**config.mk**
```make
export PLATFORM = sky130hd
export DESIGN_NAME = vga_console_m
export DESIGN_NICKNAME = d
export VERILOG_FILES = /design/src/rtl/vga_console_m.sv
export SDC_FILE = /design/constraint.sdc
export NUM_CORES = 1
export LEC_CHECK = 0
export CORE_ASPECT_RATIO = 1.5
export CORE_MARGIN = 4
export CORE_UTILIZATION = 50
export DETAILED_ROUTE_END_ITERATION = 10
export PLACE_DENSITY_LB_ADDON = 0.1
export SYNTH_ARGS = -nofsm -noshare
export SYNTH_HDL_FRONTEND = slang
export SYNTH_SLANG_ARGS = --single-unit
```
**constraint.sdc**
```tcl
create_clock -name i_clk_25MHz -period 3.8 [get_ports i_clk_25MHz]
set_input_delay 0.57 -clock i_clk_25MHz [delete_from_list [all_inputs] [get_ports i_clk_25MHz]]
set_output_delay 0.57 -clock i_clk_25MHz [all_outputs]
set_load 0.005 [all_outputs]
```
**src/rtl/vga_console_m.sv**
```systemverilog
// Text console writer: turns a byte stream of characters and control codes
// into character/attribute cell writes for the VGA text memory, port A.
module vga_console_m #(
  parameter int unsigned COLS = 80,
  parameter int unsigned ROWS = 60
) (
  input  logic        i_clk_25MHz,
  input  logic        i_rst_n,
  input  logic        i_valid,
  input  logic [7:0]  i_char,
  output logic        o_ready,
  input  logic [7:0]  i_attr,
  output logic [3:0]  o_vga_mem_we,
  output logic [11:0] o_vga_mem_waddr,
  output logic [31:0] o_vga_mem_wdata,
  output logic [6:0]  o_cursor_col,
  output logic [5:0]  o_cursor_row,
  output logic        o_busy
);

  localparam int unsigned ROW_WORDS    = COLS / 2;
  localparam int unsigned SCREEN_WORDS = ROWS * ROW_WORDS;
  localparam logic [11:0] LAST_WORD     = 12'(SCREEN_WORDS - 1);
  localparam logic [11:0] LAST_ROW_WORD = 12'(ROW_WORDS - 1);
  localparam logic [6:0]  LAST_COL      = 7'(COLS - 1);
  localparam logic [5:0]  LAST_ROW      = 6'(ROWS - 1);

  localparam logic [7:0] CH_BS    = 8'h08;
  localparam logic [7:0] CH_LF    = 8'h0A;
  localparam logic [7:0] CH_FF    = 8'h0C;
  localparam logic [7:0] CH_CR    = 8'h0D;
  localparam logic [7:0] CH_SPACE = 8'h20;
  localparam logic [7:0] RST_ATTR = 8'h07;

  typedef enum logic [1:0] {
    CLEAR_ALL = 2'd0,
    IDLE      = 2'd1,
    CLEAR_ROW = 2'd2
  } state_t;

  state_t      state_q, state_d;
  logic [11:0] cnt_q, cnt_d;
  logic [7:0]  attr_q, attr_d;
  logic [6:0]  col_q, col_d;
  logic [5:0]  row_q, row_d;
  logic [3:0]  we_q, we_d;
  logic [11:0] waddr_q, waddr_d;
  logic [31:0] wdata_q, wdata_d;
  logic        ready_q, ready_d;
  logic        busy_q, busy_d;

  logic [11:0] row_ext, row_base, wr_addr;
  logic [6:0]  col_m1, wr_col;
  logic [3:0]  wr_we;
  logic        accept;

  // Cell address of the cursor row (row*40 via shifts) and of the target column.
  always_comb begin
    row_ext  = 12'(row_q);
    row_base = (row_ext << 5) + (row_ext << 3);
    col_m1   = col_q - 7'd1;
    wr_col   = (i_char == CH_BS) ? col_m1 : col_q;
    wr_addr  = row_base + 12'(wr_col[6:1]);
    wr_we    = wr_col[0] ? 4'b1100 : 4'b0011;
    accept   = i_valid && (state_q == IDLE);
  end

  // Next-state, cursor and memory-write decode.
  always_comb begin
    state_d = state_q;
    cnt_d   = cnt_q;
    attr_d  = attr_q;
    col_d   = col_q;
    row_d   = row_q;
    we_d    = 4'h0;
    waddr_d = waddr_q;
    wdata_d = wdata_q;

    unique case (state_q)
      CLEAR_ALL: begin
        we_d    = 4'hF;
        waddr_d = cnt_q;
        wdata_d = {attr_q, CH_SPACE, attr_q, CH_SPACE};
        if (cnt_q == LAST_WORD) begin
          state_d = IDLE;
          cnt_d   = 12'd0;
          col_d   = 7'd0;
          row_d   = 6'd0;
        end else begin
          cnt_d = cnt_q + 12'd1;
        end
      end
      CLEAR_ROW: begin
        we_d    = 4'hF;
        waddr_d = row_base + cnt_q;
        wdata_d = {attr_q, CH_SPACE, attr_q, CH_SPACE};
        if (cnt_q == LAST_ROW_WORD) begin
          state_d = IDLE;
          cnt_d   = 12'd0;
        end else begin
          cnt_d = cnt_q + 12'd1;
        end
      end
      default: begin
        if (accept) begin
          unique case (i_char)
            CH_LF: begin
              col_d = 7'd0;
              if (row_q < LAST_ROW) begin
                row_d = row_q + 6'd1;
              end else begin
                row_d   = 6'd0;
                attr_d  = i_attr;
                cnt_d   = 12'd0;
                state_d = CLEAR_ROW;
              end
            end
            CH_CR: col_d = 7'd0;
            CH_BS: begin
              if (col_q != 7'd0) begin
                col_d   = col_m1;
                we_d    = wr_we;
                waddr_d = wr_addr;
                wdata_d = {i_attr, CH_SPACE, i_attr, CH_SPACE};
              end
            end
            CH_FF: begin
              attr_d  = i_attr;
              cnt_d   = 12'd0;
              state_d = CLEAR_ALL;
            end
            default: begin
              we_d    = wr_we;
              waddr_d = wr_addr;
              wdata_d = {i_attr, i_char, i_attr, i_char};
              if (col_q == LAST_COL) begin
                col_d = 7'd0;
                if (row_q < LAST_ROW) begin
                  row_d = row_q + 6'd1;
                end else begin
                  row_d   = 6'd0;
                  attr_d  = i_attr;
                  cnt_d   = 12'd0;
                  state_d = CLEAR_ROW;
                end
              end else begin
                col_d = col_q + 7'd1;
              end
            end
          endcase
        end
      end
    endcase

    ready_d = (state_d == IDLE);
    busy_d  = (state_d != IDLE);
  end

  // State, cursor and registered memory-port outputs.
  always_ff @(posedge i_clk_25MHz or negedge i_rst_n) begin
    if (!i_rst_n) begin
      state_q <= CLEAR_ALL;
      cnt_q   <= 12'd0;
      attr_q  <= RST_ATTR;
      col_q   <= 7'd0;
      row_q   <= 6'd0;
      we_q    <= 4'h0;
      waddr_q <= 12'd0;
      wdata_q <= 32'd0;
      ready_q <= 1'b0;
      busy_q  <= 1'b0;
    end else begin
      state_q <= state_d;
      cnt_q   <= cnt_d;
      attr_q  <= attr_d;
      col_q   <= col_d;
      row_q   <= row_d;
      we_q    <= we_d;
      waddr_q <= waddr_d;
      wdata_q <= wdata_d;
      ready_q <= ready_d;
      busy_q  <= busy_d;
    end
  end

  assign o_ready         = ready_q;
  assign o_busy          = busy_q;
  assign o_vga_mem_we    = we_q;
  assign o_vga_mem_waddr = waddr_q;
  assign o_vga_mem_wdata = wdata_q;
  assign o_cursor_col    = col_q;
  assign o_cursor_row    = row_q;

endmodule

```
Yosys cells after proc, flatten, opt, wreduce, memory -nomap -nowiden
Cells that the tools add are included.
{"block": "op_classes", "addsub": 7, "multipliers": 0, "div": 0, "magnitude_cmp": 1, "n_eq_ne": 20, "shift": 0, "muxes": 43, "n_bitwise": 3, "n_reduce_logical": 20}
{"cell": "32-bit two-way mux", "n": 3}
{"cell": "12-bit two-way mux", "n": 7}
{"cell": "12-bit case mux with 2 select lines", "n": 3}
{"cell": "32-bit case mux with 2 select lines", "n": 1}
{"cell": "12-bit case mux with 3 select lines", "n": 1}
{"cell": "7-bit two-way mux", "n": 5}
{"cell": "8-bit by 4-bit equality test with 1-bit output, second input constant", "n": 4}
{"cell": "6-bit two-way mux", "n": 4}
{"cell": "6-bit case mux with 2 select lines", "n": 2}
{"cell": "8-bit case mux with 3 select lines", "n": 1}
{"cell": "7-bit case mux with 3 select lines", "n": 1}
{"cell": "4-bit two-way mux", "n": 4}
{"cell": "8-bit two-way mux", "n": 2}
{"cell": "7-bit case mux with 2 select lines", "n": 1}
{"cell": "11-bit by 9-bit adder with 12-bit output", "n": 1}
{"cell": "12-bit by 1-bit adder with 12-bit output, second input constant", "n": 1}
{"cell": "12-bit adder", "n": 1}
{"cell": "12-bit by 6-bit adder with 12-bit output", "n": 1}
{"cell": "12-bit equality test, second input constant", "n": 1}
{"cell": "12-bit by 6-bit equality test with 1-bit output, second input constant", "n": 1}
{"cell": "2-bit two-way mux", "n": 5}
{"cell": "5-bit AND reduction", "n": 2}
{"cell": "3-bit by 1-bit != test with 1-bit output, second input constant", "n": 3}
{"cell": "3-bit AND reduction", "n": 3}
{"cell": "other kinds (24)", "n": 36}
{"block": "word_totals", "reg_bits": 85, "latchBits": 0, "ram_bits": 0, "mem_bits_ro": 0, "inputBits": 19, "out_inout_bits": 63, "word_cells": 104, "memories": 0}

Depth between registers and ports, before layout
Gate-level depths: netlist (run 1).
{"block": "depth", "depth_word": 7, "mapped_depth": 15, "ltp_nobuf": 15}

Worst setup path after synthesis (run 1)
OpenSTA, ideal clock, no wires.
{"block": "synth_timing", "path_type": "input port to flip-flop", "from": "input i_char[5]", "to": "register waddr_q[9], in the netlist o_vga_mem_waddr[9]", "setup_ns": 0.082, "arrival_time_ns": 3.476, "required_time_ns": 3.718, "setup_slack_ns": 0.242, "stages": 15, "path_cell_list": "or3b_4 > or2_1 > buf_6 > or4_1 > xor2_1 > o21ai_0 > ha_1 > inv_1 > fa_1 > nor2b_1 > o2111ai_1 > nand3b_1 > xor2_1 > nand2_1 > a31oi_1"}
{"block": "synth_between", "elab_chain_cells": 7, "elab_cells_between_ends": 14}
{"element": "start: declaration", "line": "10", "rtl": "input logic [7:0] i_char,"}
{"element": "8-bit by 4-bit equality test with 1-bit output", "line": "62, 106"}
{"element": "7-bit two-way mux", "line": "62", "rtl": "wr_col = (i_char == CH_BS) ? col_m1 : col_q;"}
{"element": "12-bit by 6-bit adder with 12-bit output", "line": "63", "rtl": "wr_addr = row_base + 12'(wr_col[6:1]);"}
{"element": "12-bit two-way mux", "line": "120", "rtl": "if (col_q != 7'd0) begin"}
{"element": "12-bit case mux with 2 select lines", "line": "106", "rtl": "unique case (i_char)"}
{"element": "12-bit two-way mux", "line": "105", "rtl": "if (accept) begin"}
{"element": "12-bit case mux with 2 select lines", "line": "79", "rtl": "unique case (state_q)"}
{"element": "end signal: assignment", "line": "179", "rtl": "waddr_q <= waddr_d;"}
{"element": "end: declaration", "line": "47", "rtl": "logic [11:0] waddr_q, waddr_d;"}
Parallel ways exist; a longest one is shown, timed or not. The select of a mux whose other input is x is not followed.
A chain may end at the register's enable or synchronous reset.

Worst setup path after layout (run 1)
{"block": "layout_timing", "from": "input i_char[7]", "to": "register waddr_q[9], in the netlist o_vga_mem_waddr[9]"}
The elaborated chain is that of the path after synthesis.

==> impl_metrics.ini, run 1 <==
[run_status]
run_status = completed

[critical_path]
reg2reg_to = o_vga_mem_waddr[9]$_DFFE_PN0P_
r2r-start = o_cursor_col[0]$_DFFE_PN0P_
startpoint_types = input pin
worstRegToRegCells = 15
worst_path_required_ns = 4.05
worstPathArrival_ns = 3.82
r2r_slack_ns = 0.49
path_common_cell = xor2_1
crit_path_cell_trace = clkdlybuf4s50_1 -> or2_2 -> or2_4 -> or4_4 -> xor2_1 -> o21ai_1 -> ha_2 -> inv_1 -> fa_2 -> nor2b_4 -> o2111ai_2 -> nand3b_1 -> xor2_1 -> nand2_1 -> a31oi_1
worst_setup_ep_type = register
worstPathMaxFanout = 3
timing.critical_path.slowest_stage_cell = or4_4
critical_path_class = input pin to register
cpPeakStageDelay_ns = 0.53

[timing]
fin_crit_sh = 0.9405
maxClockFrequency_mhz = 279.8
timing.max_slew.rel_slack = 0.4448
grt_setup_unrepaired = no
final.setup.worst_slack_ns = 0.2260
hold_ws_ns = 0.2980
worst_slew_pin_slew_ns = 0.8308
timing.final.setup_violations = 0
skew_ns = 0.009439
min_period_ns = 3.574
max_slew_vio_count = 0
timing_hold_violations_final = 0

[synth]
syn-cell-area_sq_um = 4315
ys_seq_elements = 67
syn-instance-count = 505
ys_async_sr_fraction = 1.000
dominantRegCellSynth = dfrtp_1
synth-seq-area-share = 0.3894
yosysWarnings = 0
synth-edff-count = 0
post_synth.cell_area_avg_sq_um = 8.545
syn-num-nets = 544
yosys.cell_types.count = 60

[route]
first_iter_violations = 240
route.final.wire_length_mm = 11.08
drc = 0
avgRoutedWirePerCell_microns = 16.20
post_route_antenna_net_violation_count = 0
vias = 3985
dr.pass1.iters = 5
route.detailed.vias_per_inst = 5.826

[floorplan]
rows = 41
die_x_microns = 83.86
floorplan.io_pins = 82
start_util = 0.5129
placeableCoreArea_sq_um = 8413
dieHeight_microns = 121.8
die_area_sq_um = 10210

[power_and_ir_drop]
power.static_leakage_nw = 2.424
share_seq_of_total_power = 0.443
report.power.total_w = 0.001612
p_comb_frac = 0.035
worst_ir_drop_vdd_v = 0.0002679
p_sw_w = 0.0003437
internal-power_w = 0.001268
power.density_nw_per_um2 = 293.6
netSwitchingFraction = 0.2132
clock_network_fraction_of_design_power = 0.522

[final_layout]
seq_area_sq_um = 1680
multi_input_area_sq_um = 2336
fin_cells = 684
num-fill-cells = 734
drive_above_1_share = 0.1161
flow.area_growth_from_synthesis_pct = 27.23
finalNetCount = 611
insertedDiodeCount = 0

[placement]
hpwl_after_dpl_mm = 8.057
place_ws_ns = -0.3395
io_buffer_count = 81
dp_cells = 667
finalWeightedCongestion = 0.9082

[global_route]
grt_overflow = 0
antenna_found_initial = 0
grt_start_max_net_pins = 41
number_of_global_route_vias_before_repair = 3818
gr-usage-all-layers = 0.2239
global_route_wire_length_before_repair_mm = 18.40

[cts]
cts.htree.levels = 3
cts_tree = built
cts.clk_slew.worst_paths_ns = 0.06
cts_made_buffers = 9
clk-insertion-delay-late_ns = 0.34
cts-root-buf = clkbuf_16
postCtsHoldBufs = 0
ctsLongestPathBuffers = 2
clock-sinks = 67

[worst_hold_path]
timing.hold.worst.class = input pin to async pin

[flow_run]
timing.max_cap.violations = 0
## synthesized netlist by cell type (12+ instances only)
cell type,number,area [sq um]
o22ai_1,13,81.33
ha_1,18,225.2
a21oi_1,25,125.1
nand3_1,24,120.1
buf_4,18,135.1
xnor2_1,12,105.1
o21ai_0,32,160.2
nor2_1,46,172.7
clkbuf_1,21,78.83
nor3_1,13,65.06
nand2_1,62,232.7
dfrtp_1,64,1602
inv_1,14,52.55
## repair_timing
item | 4_1_cts | 5_1_grt
setup endpoints to repair | 0 | 7
gates resized for setup | 0 | 11
setup buffers | 0 | 1
## sequential cells by signal, summed over array words and instances, names as in the netlist
name	flops
o_cursor_col	7
o_vga_mem_we	2
o_busy	1
o_vga_mem_wdata	16
state_q	2
o_ready	1
attr_q	8
o_cursor_row	6
o_vga_mem_waddr	12
cnt_q	12
## stage by stage
stage / TNS (ns) / util / cell area, sq um
2_1_floorplan: 0 / - / 4315
3_3_place_gp: -1.039 / 0.6117 / 5146
3_5_place_dp: -1.421 / 0.6117 / 5146
4_1_cts: 0 / 0.6478 / 5450
5_1_grt: 0 / 0.6526 / 5490
6_report: 0 / 0.6526 / 5490
## per-layer routing
metal / share of wire / GRT usage / vias up / wire (microns)
li1: - / - / 1914 / -
met1: 0.41 / 0.2712 / 1925 / 4492
met2: 0.53 / 0.3934 / 123 / 5857
met3: 0.042 / 0.04668 / 23 / 470
met4: 0.023 / 0.07948 / 0 / 258
met5: 0 / 0 / - / 0
## cells by family (layout without fill, tap and decap cells)
logic type / after synthesis / in the layout / synth area share
compound gates: 135 / 135 / 0.1983
xor+xnor: 17 / 17 / 0.03450
fa+ha+maj: 20 / 20 / 0.06147
buf+inv: 62 / 134 / 0.07712
flops: 67 / 67 / 0.3894
mux: 9 / 9 / 0.02320
simple gates: 195 / 195 / 0.2160
## power by group through the flow
stage	clock [W]	sequential (W)	combinational, W
2_1_floorplan	0	0.000727	0.0000115
3_3_place_gp	0	0.000727	0.0000563
3_5_place_dp	0	0.000727	0.0000570
4_1_cts	0.000863	0.000714	0.0000574
5_1_grt	0.000902	0.000713	0.0000624
6_report	0.000842	0.000714	0.0000564
## worst max-delay path: cells and delay by family
| kind | cells | cell delay [ns] |
|---|---|---|
| compound gates | 3 | 0.48 |
| simple gates | 6 | 1.42 |
| xor+xnor | 2 | 0.28 |
| fa+ha+maj | 2 | 0.57 |
| buf+inv | 2 | 0.47 |
## layout make-up
class / instances / area share
multi-input combinational: 376 / 0.4255
sequential: 67 / 0.3061
tap: 107 / 0.02438
inverter: 15 / 0.01048
clock buffer: 11 / 0.04421
clock inverter: 5 / 0.01117
timing repair buffer: 103 / 0.1782
## layout by cell type, fill, tap and decap left out, types with 3 or more instances in the layout
| cell type | synthesis | layout |
|---|---|---|
| a211oi_1 | 3 | 3 |
| a21o_1 | 11 | 11 |
| a21oi_1 | 25 | 25 |
| a221oi_1 | 3 | 3 |
| a31oi_1 | 8 | 8 |
| a32oi_1 | 3 | 3 |
| and2_1 | 8 | 8 |
| and3_1 | 6 | 6 |
| buf_4 | 18 | 22 |
| clkbuf_16 | 0 | 9 |
| clkdlybuf4s50_1 | 0 | 77 |
| dfrtp_1 | 64 | 64 |
| dfstp_2 | 3 | 3 |
| dlymetal6s2s_1 | 0 | 3 |
| ha_1 | 18 | 17 |
| inv_1 | 14 | 14 |
| mux2_2 | 8 | 8 |
| nand2_1 | 62 | 62 |
| nand3_1 | 24 | 24 |
| nand4_1 | 3 | 3 |
| nor2_1 | 46 | 46 |
| nor2b_1 | 6 | 5 |
| nor3_1 | 13 | 13 |
| o211ai_1 | 3 | 3 |
| o21a_1 | 4 | 4 |
| o21ai_0 | 32 | 31 |
| o21ai_1 | 8 | 9 |
| o21bai_1 | 3 | 3 |
| o22ai_1 | 13 | 13 |
| o31ai_1 | 4 | 4 |
| or2_2 | 5 | 5 |
| or3_1 | 8 | 8 |
| xnor2_1 | 12 | 12 |
| xor2_1 | 5 | 5 |
## worst max path at each step
stage                                                end  depth (start not counted)      start  slack [ns]
after floorplan           o_vga_mem_waddr[9]$_DFFE_PN0P_                         15  i_char[5]        0.24
after global placement    o_vga_mem_waddr[9]$_DFFE_PN0P_                         15  i_char[3]       -0.26
after detailed placement  o_vga_mem_waddr[9]$_DFFE_PN0P_                         15  i_char[3]       -0.34
after CTS                 o_vga_mem_waddr[9]$_DFFE_PN0P_                         15  i_char[3]       0.002
after global routing      o_vga_mem_waddr[9]$_DFFE_PN0P_                         15  i_char[7]        0.04
final                     o_vga_mem_waddr[9]$_DFFE_PN0P_                         15  i_char[7]        0.23
Power figures use the tool's default switching activity.
==> run 2: changes to the inputs <==
- CTS_CLUSTER_SIZE: unset -> 16
==> results of run 2 <==
Same layout as run 1: the final DEF is identical, and so are final timing and power.
